==> config.mk <==
export PLATFORM = sky130hd
export DESIGN_NAME = pipeline_sequencer
export DESIGN_NICKNAME = d
export VERILOG_FILES = /design/src/rtl/pipeline_sequencer.sv
export SDC_FILE = /design/constraint.sdc
export NUM_CORES = 1
export LEC_CHECK = 0
export CAP_MARGIN = 40
export CORE_ASPECT_RATIO = 1.2
export CORE_UTILIZATION = 50
export DETAILED_ROUTE_END_ITERATION = 10
export PLACE_DENSITY_LB_ADDON = 0.2
export RECOVER_POWER = 50
export SYNTH_ARGS = -nofsm -noshare
export SYNTH_HDL_FRONTEND = slang
export SYNTH_SLANG_ARGS = --single-unit
==> constraint.sdc <==
create_clock -name clk -period 8.3 [get_ports clk]
set_input_delay 2.075 -clock clk [delete_from_list [all_inputs] [get_ports clk]]
set_output_delay 2.075 -clock clk [all_outputs]
set_load 0.05 [all_outputs]
==> src/rtl/pipeline_sequencer.sv <==
// Pipeline hazard sequencer: load-use stalls, branch/jump flushes and
// data-memory wait freezing with a timeout that halts the pipeline.
module pipeline_sequencer #(
    parameter int unsigned TIMEOUT = 255
) (
    input  logic        clk,
    input  logic        reset,
    input  logic        idex_memread,
    input  logic [4:0]  idex_rt,
    input  logic [4:0]  ifid_rs,
    input  logic [4:0]  ifid_rt,
    input  logic        ifid_uses_rt,
    input  logic        branch_taken,
    input  logic        jump_id,
    input  logic        mem_req,
    input  logic        mem_ready,
    output logic        pc_write,
    output logic        ifid_write,
    output logic        idex_write,
    output logic        exmem_write,
    output logic        ifid_flush,
    output logic        memwb_bubble,
    output logic        ctrl_enable,
    output logic        mem_timeout,
    output logic [15:0] stall_cycles
);

    localparam int unsigned CNT_W     = 8;
    localparam int unsigned STALL_W   = 16;
    localparam logic [CNT_W-1:0] CNT_LAST = CNT_W'(TIMEOUT - 1);

    typedef enum logic [1:0] {
        RUN      = 2'd0,
        MEM_WAIT = 2'd1,
        HALT     = 2'd2
    } state_t;

    state_t           state;
    state_t           state_next;
    logic [CNT_W-1:0] wait_cnt;
    logic [CNT_W-1:0] wait_cnt_next;
    logic             timeout_hit;
    logic             load_use;
    logic             mem_wait;

    assign load_use = idex_memread && (idex_rt != 5'd0) &&
                      ((idex_rt == ifid_rs) || (ifid_uses_rt && (idex_rt == ifid_rt)));

    // In MEM_WAIT only mem_ready matters; an unrequested ready is ignored in RUN.
    always_comb begin
        mem_wait = 1'b0;
        case (state)
            RUN:      mem_wait = mem_req && !mem_ready;
            MEM_WAIT: mem_wait = !mem_ready;
            default:  mem_wait = 1'b0;
        endcase
    end

    always_ff @(posedge clk) begin
        if (reset) begin
            state    <= RUN;
            wait_cnt <= '0;
        end else begin
            state    <= state_next;
            wait_cnt <= wait_cnt_next;
        end
    end

    always_comb begin
        state_next    = state;
        wait_cnt_next = wait_cnt;
        timeout_hit   = 1'b0;
        case (state)
            RUN: begin
                if (mem_wait) begin
                    state_next    = MEM_WAIT;
                    wait_cnt_next = CNT_W'(1);
                end
            end
            MEM_WAIT: begin
                if (mem_wait) begin
                    if (wait_cnt == CNT_LAST) begin
                        state_next  = HALT;
                        timeout_hit = 1'b1;
                    end else begin
                        wait_cnt_next = wait_cnt + CNT_W'(1);
                    end
                end else begin
                    state_next = RUN;
                end
            end
            HALT:    state_next = HALT;
            default: state_next = RUN;
        endcase
    end

    always_comb begin
        pc_write     = 1'b1;
        ifid_write   = 1'b1;
        idex_write   = 1'b1;
        exmem_write  = 1'b1;
        ifid_flush   = 1'b0;
        memwb_bubble = 1'b0;
        ctrl_enable  = 1'b1;
        if (reset) begin
            pc_write    = 1'b0;
            ifid_write  = 1'b0;
            idex_write  = 1'b0;
            exmem_write = 1'b0;
            ctrl_enable = 1'b0;
        end else if (state == HALT) begin
            pc_write     = 1'b0;
            ifid_write   = 1'b0;
            idex_write   = 1'b0;
            exmem_write  = 1'b0;
            ctrl_enable  = 1'b0;
            memwb_bubble = 1'b1;
        end else if (mem_wait) begin
            pc_write     = 1'b0;
            ifid_write   = 1'b0;
            idex_write   = 1'b0;
            exmem_write  = 1'b0;
            memwb_bubble = 1'b1;
        end else if (branch_taken) begin
            ifid_flush  = 1'b1;
            ctrl_enable = 1'b0;
        end else if (jump_id) begin
            ifid_flush = 1'b1;
        end else if (load_use) begin
            pc_write    = 1'b0;
            ifid_write  = 1'b0;
            ctrl_enable = 1'b0;
        end
    end

    always_ff @(posedge clk) begin
        if (reset) begin
            mem_timeout  <= 1'b0;
            stall_cycles <= '0;
        end else begin
            mem_timeout <= mem_timeout || timeout_hit;
            if (!pc_write && (stall_cycles != {STALL_W{1'b1}}))
                stall_cycles <= stall_cycles + STALL_W'(1);
        end
    end

endmodule

======== After elaboration in Yosys (flattened, before gate mapping) ========
Index checks and enable logic that the tools add are counted.
word-level totals
  register bits ........................... 27
  input bits .............................. 23
  output and inout port bits .............. 24
  word-level logic and storage cells ...... 63
cells by class
  $add $sub $neg .......................... 2
  equal/unequal tests ..................... 10
  mux-type cells .......................... 33
  reductions and logical operators ........ 14
operator list
  cell                                                 number
  two-way mux 1 bit                                    24
  two-way mux 8 bit                                    3
  adder 16 x 1 -> 16 bit, second input constant        1
  inequality test 16 bit, second input constant        1
  case mux 8 bit (2 select lines)                      1
  equality test 5 bit                                  2
  adder 8 x 1 -> 8 bit, second input constant          1
  equality test 8 bit, second input constant           1
  two-way mux 2 bit                                    3
  inequality test 2 bit, second input constant         3
  case mux 2 bit (3 select lines)                      1
  logical AND 1 bit                                    5
  nonzero test 5 bit                                   1
  AND reduction 4 bit                                  1
  inequality test 3 bit, second input constant         1
  equality test 2 x 1 -> 1 bit, second input constant  1
  equality test 2 bit, second input constant           1
  zero test 1 bit                                      2
  zero test 2 bit                                      1
  logical OR 1 bit                                     2
  case mux 1 bit (2 select lines)                      1
  AND reduction 2 bit                                  1
  nonzero test 2 bit                                   1

======== Depth between registers and ports, before layout ========
Gate-level depths: netlist of run 1.
  depth after elaboration ................. 12
  gate-level depth with buffers ........... 9
  gate-level depth less buffers ........... 7

======== Worst setup path after synthesis of run 1 ========
OpenSTA, ideal clock, no wires.
  path kind ............................... input port to output port
  from .................................... input port mem_ready
  to ...................................... output port pc_write
  data arrival time ....................... 4468 ps
  data required time ...................... 6225 ps
  path slack .............................. 1757 ps
  stages .................................. 8
  path buffers ............................ 3
  cell sequence ........................... nor2_1 > o21a_1 > nor3_1 > o21ai_2 > inv_2 > buf_6 > buf_4 > buf_4
on the way
  word-level cells in the longest chain between the ends .. 6
ends and longest elaborated chain
  item                                 line    text
  start, declared                      16      input logic mem_ready,
  zero test 1 bit (*)                  53, 54
  logical AND 1 bit                    53      RUN: mem_wait = mem_req && !mem_ready;
  case mux 1 bit (2 select lines) (*)  52      case (state)
  two-way mux 1 bit (*) (3 in series)  -
  end, declared                        17      output logic pc_write,
Mark *: on every way between the ends. The rest lies on a longest branch, timed or not.

======== Worst setup path in the final report of run 1 ========
  from .................................... input port idex_rt[1]
  to ...................................... output port pc_write
on the way
  word-level cells in the longest chain between the ends .. 10
  elaborated cells on any way between the ends .. 13
  those cells by class .................... eq/ne (2); mux (6); reduce/logical (5)
ends and longest elaborated chain
  item                   line  text
  start, declared        9     input logic [4:0] idex_rt,
  equality test 5 bit    47    ((idex_rt == ifid_rs) || (ifid_uses_rt && (idex_rt == ifid_rt)));
  logical AND 1 bit      47
  logical OR 1 bit       47
  logical AND 1 bit (*)  46    assign load_use = idex_memread && (idex_rt != 5'd0) &&
  two-way mux 1 bit (*)  129   end else if (load_use) begin
  two-way mux 1 bit (*)  127   end else if (jump_id) begin
  two-way mux 1 bit (*)  124   end else if (branch_taken) begin
  two-way mux 1 bit (*)  118   end else if (mem_wait) begin
  two-way mux 1 bit (*)  111   end else if (state == HALT) begin
  two-way mux 1 bit (*)  105   if (reset) begin
Marked as above.

==> results of run 1 <==
## final timing paths
kind / startpoint / endpoint / slack, ns / depth (start not counted)
worst max-delay path: idex_rt[1] / pc_write / 1.50 / 6
worst min-delay path: mem_timeout / mem_timeout / 0.47 / 2
worst max register to register: stall_cycles[3] / stall_cycles[5] / 6.10 / 5
worst min register to register: mem_timeout / mem_timeout / 0.47 / 2
## through the flow
step / util / worst slack, ns / hold slack, ns / instance area, µm²
2_1_floorplan: - / 1.757 / 0.4722 / 1588
3_3_place_gp: 0.6740 / 1.562 / 0.4350 / 2059
3_5_place_dp: 0.6740 / 1.515 / 0.4588 / 2059
4_1_cts: 0.6839 / 1.511 / 0.4815 / 2090
5_1_grt: 0.6839 / 1.339 / 0.5045 / 2090
6_report: 0.6839 / 1.501 / 0.4708 / 2090
## where the power goes
part | total (µW) | leakage, µW | internal [µW] | switching [µW]
Sequential | 134 | 0.000218 | 132 | 2.52
Combinational | 51.5 | 0.000515 | 21.4 | 30.2
Clock | 59.4 | 0.0000139 | 18.4 | 41.0
Total | 245 | 0.000747 | 171 | 73.7
## layer usage
metal  up-vias  track usage  share of wire
met4         0       0.1086          0.020
met2        26       0.4375           0.56
met1       737       0.2448           0.40
met3         6      0.02381          0.017
li1        776            -              -
met5         -            0              0
## registers in the layout, indices dropped and copies added, names as in the netlist
name and flops:
stall_cycles 16, state 2, mem_timeout 1, wait_cnt 8
## layout make-up
class / count / area, µm² / share of cell area
Tap cell: 36 / 45.04 / 0.02156
Inverter: 5 / 18.77 / 0.008982
Timing Repair Buffer: 48 / 475.5 / 0.2275
Clock inverter: 1 / 7.507 / 0.003593
Clock buffer: 3 / 22.52 / 0.01078
Multi-Input combinational cell: 144 / 979.7 / 0.4689
Sequential cell: 27 / 540.5 / 0.2587
## cell families after synthesis
family,Yosys count,synth area share
AOI/OAI and AO/OA,40,0.1600
xor gates and xnor gates,16,0.08826
adders and majority gates,3,0.02364
buffers and inverters,14,0.04806
DFF,27,0.3404
muxes,3,0.02128
and+or+nand+nor,82,0.3184
## placed cells by master, fill, tap and decap left out, types with 2 or more instances in the layout
cell type / synthesis / final
buf_4: 4 / 2
or4_1: 11 / 11
nor2b_1: 5 / 5
nor4_4: 3 / 4
dlygate4sd3_1: 0 / 18
and4_1: 2 / 2
o31ai_1: 10 / 10
mux2_1: 3 / 3
nand4_1: 6 / 6
o21ai_0: 3 / 3
nor2_1: 17 / 17
and3_1: 2 / 2
a21oi_1: 17 / 17
dfxtp_1: 27 / 27
or3_1: 3 / 3
ha_1: 3 / 3
clkdlybuf4s50_1: 0 / 28
nand2_1: 10 / 10
o21a_1: 2 / 2
nand3_1: 11 / 11
xor2_1: 15 / 15
clkbuf_4: 0 / 3
inv_1: 4 / 4
nor3_1: 5 / 5
## critical path, cell delays in order
cell and delay (ns):
clkdlybuf4s50_1 0.47, or4_1 0.56, o211ai_1 0.20, o21ai_2 0.10, inv_2 0.40, clkdlybuf4s50_1 0.90
==> summary.md, run 1 <==
| Metric | Value |
|---|---|
| Ports | `47` |
| Post-synth EDFFs | `0` |
| Routed vias | `approximately 1500` |
| Routed wire length | `3679 µm` |
| Vias in the first global route | `1454` |
| Crit end category | `output port` |
| Status | `finished clean` |
| Yosys warns | `0` |
| Final Non-Filler Cells | `between 200 and 300` |
| Detail Route Antenna Nets | `0` |
| Layout net count | `about 260` |
| GRT Total Usage | `0.2333` |
| Routed len/inst | `approximately 14 µm` |
| Synth area leader | `dfxtp_1` |
| Die W | `~53 µm` |
| CTS clock-pin slew for the worst setup and hold paths | `0.15 ns` |
| Gpl congestion | `0.8930` |
| Ranking of synthesized cells by area | `dfxtp_1, xor2_1, a21oi_1` |
| Max Clock Freq | `~150 MHz` |
| Setup CP Type | `primary input to output port` |
| Antenna cells | `0` |
| Initial DRC count | `29` |
| Synth async-reset ratio | `0` |
| Synth top cells by count | `dfxtp_1, a21oi_1, nor2_1` |
| Synthesis-stage register bit count | `27` |
| Worst EP required | `6.23 ns` |
| Worst relative slew slack | `0.6323` |
| Leakage power | `0.0007470 µW` |
| Final Hold Fails | `0` |
| IO Port Bufs | `46` |
| Maximum count of clock buffers along a single path | `2` |
| Min-delay worst type | `flip-flop to flip-flop` |
| Ys flop type | `dfxtp_1` |
| Initial core utilization | `0.5197` |
| Num CTS Buffers | `3` |
| # Post-CTS Setup Buffers | `0` |
| Gate Count Post-Synth | `approximately 190` |
| Syn_area_per_cell | `8.583 µm²` |
| RSZ-0062 raised after global routing | `no` |
| PwrDens | `~120 mW/mm²` |
| Placed Cells | `260` |
| Fin Clk Skew | `between 0.01 and 0.015 ns` |
| Die H | `around 64 µm` |
| Slew Viols, Final | `0` |
| Initial antenna violation count | `0` |
| DRC | `0` |
| Netlist Area Pre-Place | `0.001588 mm²` |
| Post-Syn Nets | `between 200 and 250` |
| MaxCap Viol Count | `0` |
| Row Count | `22` |
| Least-Margin Pin Slew | `0.5458 ns` |
| Minimum clock period | `about 6.8 ns` |
| Largest net degree at the start of global routing | `30` |
| GRT overflow | `0` |
| CP Max Fanout | `29` |
| TritonCTS clock tree | `done` |
| Final Setup Violations | `0` |
| Vias per inst | `5.852` |
| Dominant cell by count in the synthesized netlist | `dfxtp_1` |
| Fillers | `255` |
| Area grow syn2layout | `31.60%` |
| Startpoint Class | `primary input` |
| H-tree levels | `1` |
| TritonRoute pass-1 iters | `4` |
| First-pass GRT wire length | `6016 µm` |
| CTS Root Cell | `clkbuf_4` |
| CTS resizes | `0` |
| Placed wire-length estimate | `2854 µm` |
| Share of post-route cells with drive strength above 1 | `0.06579` |
| Crit path arrival time | `about 4.7 ns` |
| Synth top area share | `0.3404` |
| # clock sinks | `27` |
| VDD IR max | `0.09167 mV` |
| DIE AREA | `0.003406 mm²` |
| Skew-Pair Late Insertion Delay | `0.33 ns` |
| Hold Buf Count CTS | `0` |
| Number of distinct library cells after synthesis | `40` |
| Final Total Pwr | `245.0 µW` |
| Sequential area share after synthesis | `0.3404` |
| Final setup TNS | `0 ns` |
| CORE AREA | `0.003055 mm²` |
| Crit share post-route | `0.8192` |
Note: power is estimated with default switching activity, not from simulation.
==> inputs of run 2 (changes only) <==
- CORE_UTILIZATION: 50 -> 47
- clock period: 8.3 -> 6.72 ns (I/O delays scaled with it)
==> run 2 against run 1 <==
Against the previous run:
- critical path depth did not move
- via count is 1.7% higher
- die area rose by 6.2%
- final area did not move
- clock skew shrank 0.0059 ns
- combinational power is 23% higher
- total power is 24% higher
- worst setup slack lost 0.79 ns
==> summary.md, run 2 (synthesized netlist as in run 1, its figures left out) <==
| Metric | Value |
|---|---|
| Setup CP Type | `primary input to output port` |
| Top Registers | `stall_cycles x16, wait_cnt x8, state x2` |
| Skew-Pair Late Insertion Delay | `0.33 ns` |
| Layout net count | `255` |
| Startpoint Class | `primary input` |
| Worst EP required | `5.04 ns` |
| Largest reg by FF count | `stall_cycles` |
| Antenna cells | `0` |
| GRT Total Usage | `0.2254` |
| H-tree levels | `1` |
| CTS Root Cell | `clkbuf_4` |
| Max Clock Freq | `166.5 MHz` |
| Hold Buf Count CTS | `0` |
| Placed wire-length estimate | `approximately 2900 µm` |
| Min-delay worst type | `flip-flop to flip-flop` |
| Most frequent cells in the layout | `clkdlybuf4s50_1, dfxtp_1, dlygate4sd3_1` |
| Least-Margin Pin Slew | `0.5350 ns` |
| DIE AREA | `around 0.0036 mm²` |
| Worst path cell trace | `clkdlybuf4s50_1 -> or4_1 -> o211ai_1 -> o21ai_2 -> inv_2 -> clkdlybuf4s50_1` |
| Routed vias | `1571` |
| Dpl cell area | `between 0.002 and 0.0025 mm²` |
| Gpl congestion | `0.8157` |
| DRC | `0` |
| Die H | `65.67 µm` |
| Crit end category | `output port` |
| Routed wire length | `3765 µm` |
| Initial DRC count | `33` |
| Num CTS Buffers | `3` |
| Largest net degree at the start of global routing | `30` |
| PwrDens | `between 100 and 150 mW/mm²` |
| CTS resizes | `0` |
| Detail Route Antenna Nets | `0` |
| Worst relative slew slack | `0.6395` |
| CP Max Fanout | `29` |
| Most common cell after layout, fill and taps aside | `clkdlybuf4s50_1` |
| Vias per inst | `just under 6` |
| Final Setup Violations | `0` |
| Vias in the first global route | `1442` |
| CTS clock-pin slew for the worst setup and hold paths | `0.15 ns` |
| Crit path arrival time | `4.33 ns` |
| TritonRoute pass-1 iters | `4` |
| Die W | `55.06 µm` |
| RSZ-0062 raised after global routing | `no` |
| MaxCap Viol Count | `0` |
| Max reg flops | `16` |
| Status | `finished clean` |
| Initial core utilization | `0.5060` |
| Final Cell Area | `around 0.0021 mm²` |
| # clock sinks | `27` |
| Crit share post-route | `0.8939` |
| IO Port Bufs | `46` |
| Minimum clock period | `6.007 ns` |
| Fin Clk Skew | `0.004484 ns` |
| CORE AREA | `0.003138 mm²` |
| Ports | `47` |
| Slowest Stage Delay on Critical Path | `0.90 ns` |
| Worst path most repeated cell | `clkdlybuf4s50_1` |
| Row Count | `22` |
| Area grow syn2layout | `31.60%` |
| TritonCTS clock tree | `done` |
| First-pass GRT wire length | `6058 µm` |
| Final Hold Fails | `0` |
| Share of post-route cells with drive strength above 1 | `0.06579` |
| CP max stage cell | `clkdlybuf4s50_1` |
| Slew Viols, Final | `0` |
| # Post-CTS Setup Buffers | `0` |
| Routed len/inst | `14.26 µm` |
| Initial antenna violation count | `0` |
| Leakage power | `0.0007470 µW` |
| Final setup TNS | `0 ns` |
| Maximum count of clock buffers along a single path | `2` |
| GRT overflow | `0` |
| VDD IR max | `0.1308 mV` |
[run 2: cell counts in the layout (fill, tap and decap cells not counted)]
Identical to the previous run, type by type.
[run 2: final cells by class]
cell class | instances | area [µm²]
flip-flops and latches | 27 | 540.5
clock inverters | 1 | 7.507
well taps | 36 | 45.04
multi-input cells | 144 | 979.7
clock buffers | 3 | 22.52
repair buffers | 48 | 475.5
inverters | 5 | 18.77
fillers | 275 | 1049
[run 2: routing by layer]
metal / part of all wire / vias to the layer above / track usage
met4: 0.022 / 0 / 0.09375
li1: - / 773 / -
met1: 0.41 / 747 / 0.2373
met2: 0.53 / 42 / 0.4172
met5: 0 / - / 0
met3: 0.034 / 9 / 0.03704
[run 2: where the power goes]
part | leakage [µW] | total, µW | internal (µW) | switching [µW]
Sequential | 0.000218 | 166 | 162 | 3.30
Clock | 0.0000139 | 73.3 | 22.8 | 50.5
Combinational | 0.000515 | 63.6 | 26.4 | 37.2
[run 2: critical path: cells and delay by family]
kind	cells	cell delay, ns
buf+inv	3	1.77
compound gates	2	0.31
simple gates	1	0.56
[run 2: through the flow]
stage / std cells / total power, µW / hold slack, ns / worst slack [ns] / util
after floorplan: 185 / 207.3 / 0.4722 / 0.9674 / -
after global placement: 260 / 231.7 / 0.4384 / 0.7713 / 0.6563
after detailed placement: 260 / 233.2 / 0.4454 / 0.7136 / 0.6563
after CTS: 264 / 306.9 / 0.4686 / 0.7178 / 0.6659
after global routing: 264 / 313.9 / 0.5037 / 0.5940 / 0.6659
final: 264 / 302.6 / 0.4605 / 0.7127 / 0.6659
[run 2: worst paths after layout]
path                         from               to  slack (ns)  depth (start not counted)
hold / removal        mem_timeout      mem_timeout        0.46                          2
hold reg to reg       mem_timeout      mem_timeout        0.46                          2
setup reg to reg  stall_cycles[7]  stall_cycles[5]        4.52                          6
setup / recovery       idex_rt[1]         pc_write        0.71                          6
==> inputs of run 3 (changes only) <==
- CORE_UTILIZATION: 47 -> 29
- GPL_ROUTABILITY_DRIVEN: unset -> 0
==> run 3 against run 2 <==
Against the previous run:
- clock skew fell by 0.0025 ns
- sequential power about the same
- largest cell class unchanged
- register-to-register slack worse by 0.05 ns
- largest power group unchanged
- total power up 7.0%
- highest routed layer unchanged
- critical path type unchanged
==> summary.md, run 3 (synthesized netlist as in run 1, its figures left out) <==
| Metric | Value |
|---|---|
| TritonCTS clock tree | `done` |
| PwrDens | `roughly 150 mW/mm²` |
| Crit share post-route | `0.8466` |
| MaxCap Viol Count | `0` |
| CORE AREA | `0.005298 mm²` |
| Routed vias | `1513` |
| Setup WS post-layout | `1.031 ns` |
| Placed wire-length estimate | `2837 µm` |
| Routed len/inst | `about 13 µm` |
| Slowest Stage Delay on Critical Path | `0.83 ns` |
| Area grow syn2layout | `35.07%` |
| First-pass GRT wire length | `6789 µm` |
| Crit path arrival time | `4.01 ns` |
| Most common cell after layout, fill and taps aside | `clkdlybuf4s50_1` |
| Worst slack, placed | `1.036 ns` |
| Die H | `83.06 µm` |
| Hold EP | `mem_timeout` |
| GRT Total Usage | `0.1410` |
| Top Registers | `stall_cycles x16, wait_cnt x8, state x2` |
| Detail Route Antenna Nets | `0` |
| Num CTS Buffers | `3` |
| CTS clock-pin slew for the worst setup and hold paths | `0.09 ns` |
| CP Buf/Inv Count | `2` |
| Hold Buf Count CTS | `0` |
| Worst path most repeated cell | `clkdlybuf4s50_1` |
| CP Max Fanout | `3` |
| Worst EP required | `approximately 5.0 ns` |
| Max Clock Freq | `175.8 MHz` |
| Slew Viols, Final | `0` |
| Hold Crit Start | `mem_timeout` |
| Worst reg2reg setup slack | `4.47 ns` |
| CTS Root Cell | `clkbuf_8` |
| CTS resizes | `0` |
| H-tree levels | `1` |
| GRT overflow | `0` |
| Fillers | `556` |
| Largest net degree at the start of global routing | `29` |
| Share of post-route cells with drive strength above 1 | `0.06550` |
| Final Total Pwr | `323.8 µW` |
| VDD IR max | `0.08656 mV` |
| Crit end category | `output port` |
| DIE AREA | `0.005776 mm²` |
| Die W | `69.55 µm` |
| Initial antenna violation count | `0` |
| Fin Clk Skew | `about 0.0020 ns` |
| Max reg flops | `16` |
| Crit. path cell count | `7` |
| Minimum clock period | `5.689 ns` |
| Antenna cells | `0` |
| Routed wire length | `3806 µm` |
| Initial DRC count | `82` |
| Final Setup Violations | `0` |
| Least-Margin Pin Slew | `approximately 0.6 ns` |
| RSZ-0062 raised after global routing | `no` |
| Startpoint Class | `primary input` |
| Setup CP Type | `primary input to output port` |
| Skew-Pair Late Insertion Delay | `roughly 0.27 ns` |
| Min-delay worst type | `flip-flop to flip-flop` |
| Largest reg by FF count | `stall_cycles` |
| Ports | `47` |
| Final Hold Fails | `0` |
| CP max stage cell | `clkdlybuf4s50_1` |
| Layout net count | `256` |
| Worst path cell trace | `clkdlybuf4s50_1 -> or4_1 -> nor2_1 -> nor4b_1 -> o21a_1 -> nor3_1 -> clkdlybuf4s50_1` |
| TritonRoute pass-1 iters | `4` |
| # Post-CTS Setup Buffers | `0` |
| Leakage power | `roughly 0.00076 µW` |
| Initial core utilization | `0.2997` |
| Status | `finished clean` |
| Delay-heaviest family, CP | `buffers and inverters` |
| Finished Core Util | `0.4048` |
| Worst relative slew slack | `0.5921` |
| Reg-to-Reg End | `stall_cycles[5]` |
| DRC | `0` |
| Row Count | `29` |
| Vias per inst | `5.199` |
| Vias in the first global route | `1395` |
| IO Port Bufs | `between 40 and 50` |
| Worst R2R Path Depth | `5` |
| Final setup TNS | `0 ns` |
| Most frequent cells in the layout | `clkdlybuf4s50_1, dfxtp_1, dlygate4sd3_1` |
| RR Startpoint | `stall_cycles[3]` |
| Hold depth | `2` |
| # clock sinks | `27` |
| Maximum count of clock buffers along a single path | `2` |
## run 3: cell types whose count changed in the layout (fill, tap and decap cells not counted)
| cell | change |
|---|---|
| buf_4 | +1 |
| clkbuf_1 | +1 |
| clkbuf_8 | +3 |
| clkinvlp_4 | -1 |
| clkbuf_4 | -3 |
## run 3: worst reg2reg max path: stages, from the launching register on
cell	delay (ns)
dfxtp_1	0.46
nand4_1	0.31
nor4_4	0.66
buf_4	0.34
nor4_4	0.07
mux2_1	0.31
## run 3: stage by stage
stage / instances / cell area, µm² / hold WS, ns
finish: 291 / 2145 / 0.4575
global route: 291 / 2145 / 0.4881
CTS: 291 / 2145 / 0.4687
detailed placement: 287 / 2100 / 0.4536
global placement: 287 / 2100 / 0.4479
floorplan: 185 / 1588 / 0.4722
## run 3: metal layers
metal	track usage	vias to the layer above	routed length, µm
met5	0	-	0
met4	0.03896	0	22
met3	0.01578	2	70
met2	0.2418	17	1944
met1	0.1855	715	1768
li1	-	779	-
## run 3: worst max-delay path by stage
stage	from	end	slack, ns
after floorplan	mem_ready	pc_write	0.97
after global placement	idex_rt[1]	ctrl_enable	1.04
after detailed placement	idex_rt[1]	ctrl_enable	1.04
after CTS	idex_rt[1]	ctrl_enable	1.02
after global routing	idex_rt[2]	ctrl_enable	0.88
final	idex_rt[1]	ctrl_enable	1.03
## run 3: where the power goes
group	switching [µW]	internal (µW)	leakage, µW
sequential	3.19	162	0.000218
clock	51.6	42.5	0.0000228
combinational	37.4	27.0	0.000520
total	92.2	232	0.000761
## run 3: final cells by class
| class | instances | area [µm²] | share of cell area |
|---|---|---|---|
| clock buffer | 4 | 45.04 | 0.02100 |
| multi-input combinational | 144 | 979.7 | 0.4568 |
| timing repair buffer | 49 | 483.0 | 0.2252 |
| inverter | 5 | 18.77 | 0.008751 |
| tap | 62 | 77.57 | 0.03617 |
| sequential | 27 | 540.5 | 0.2520 |
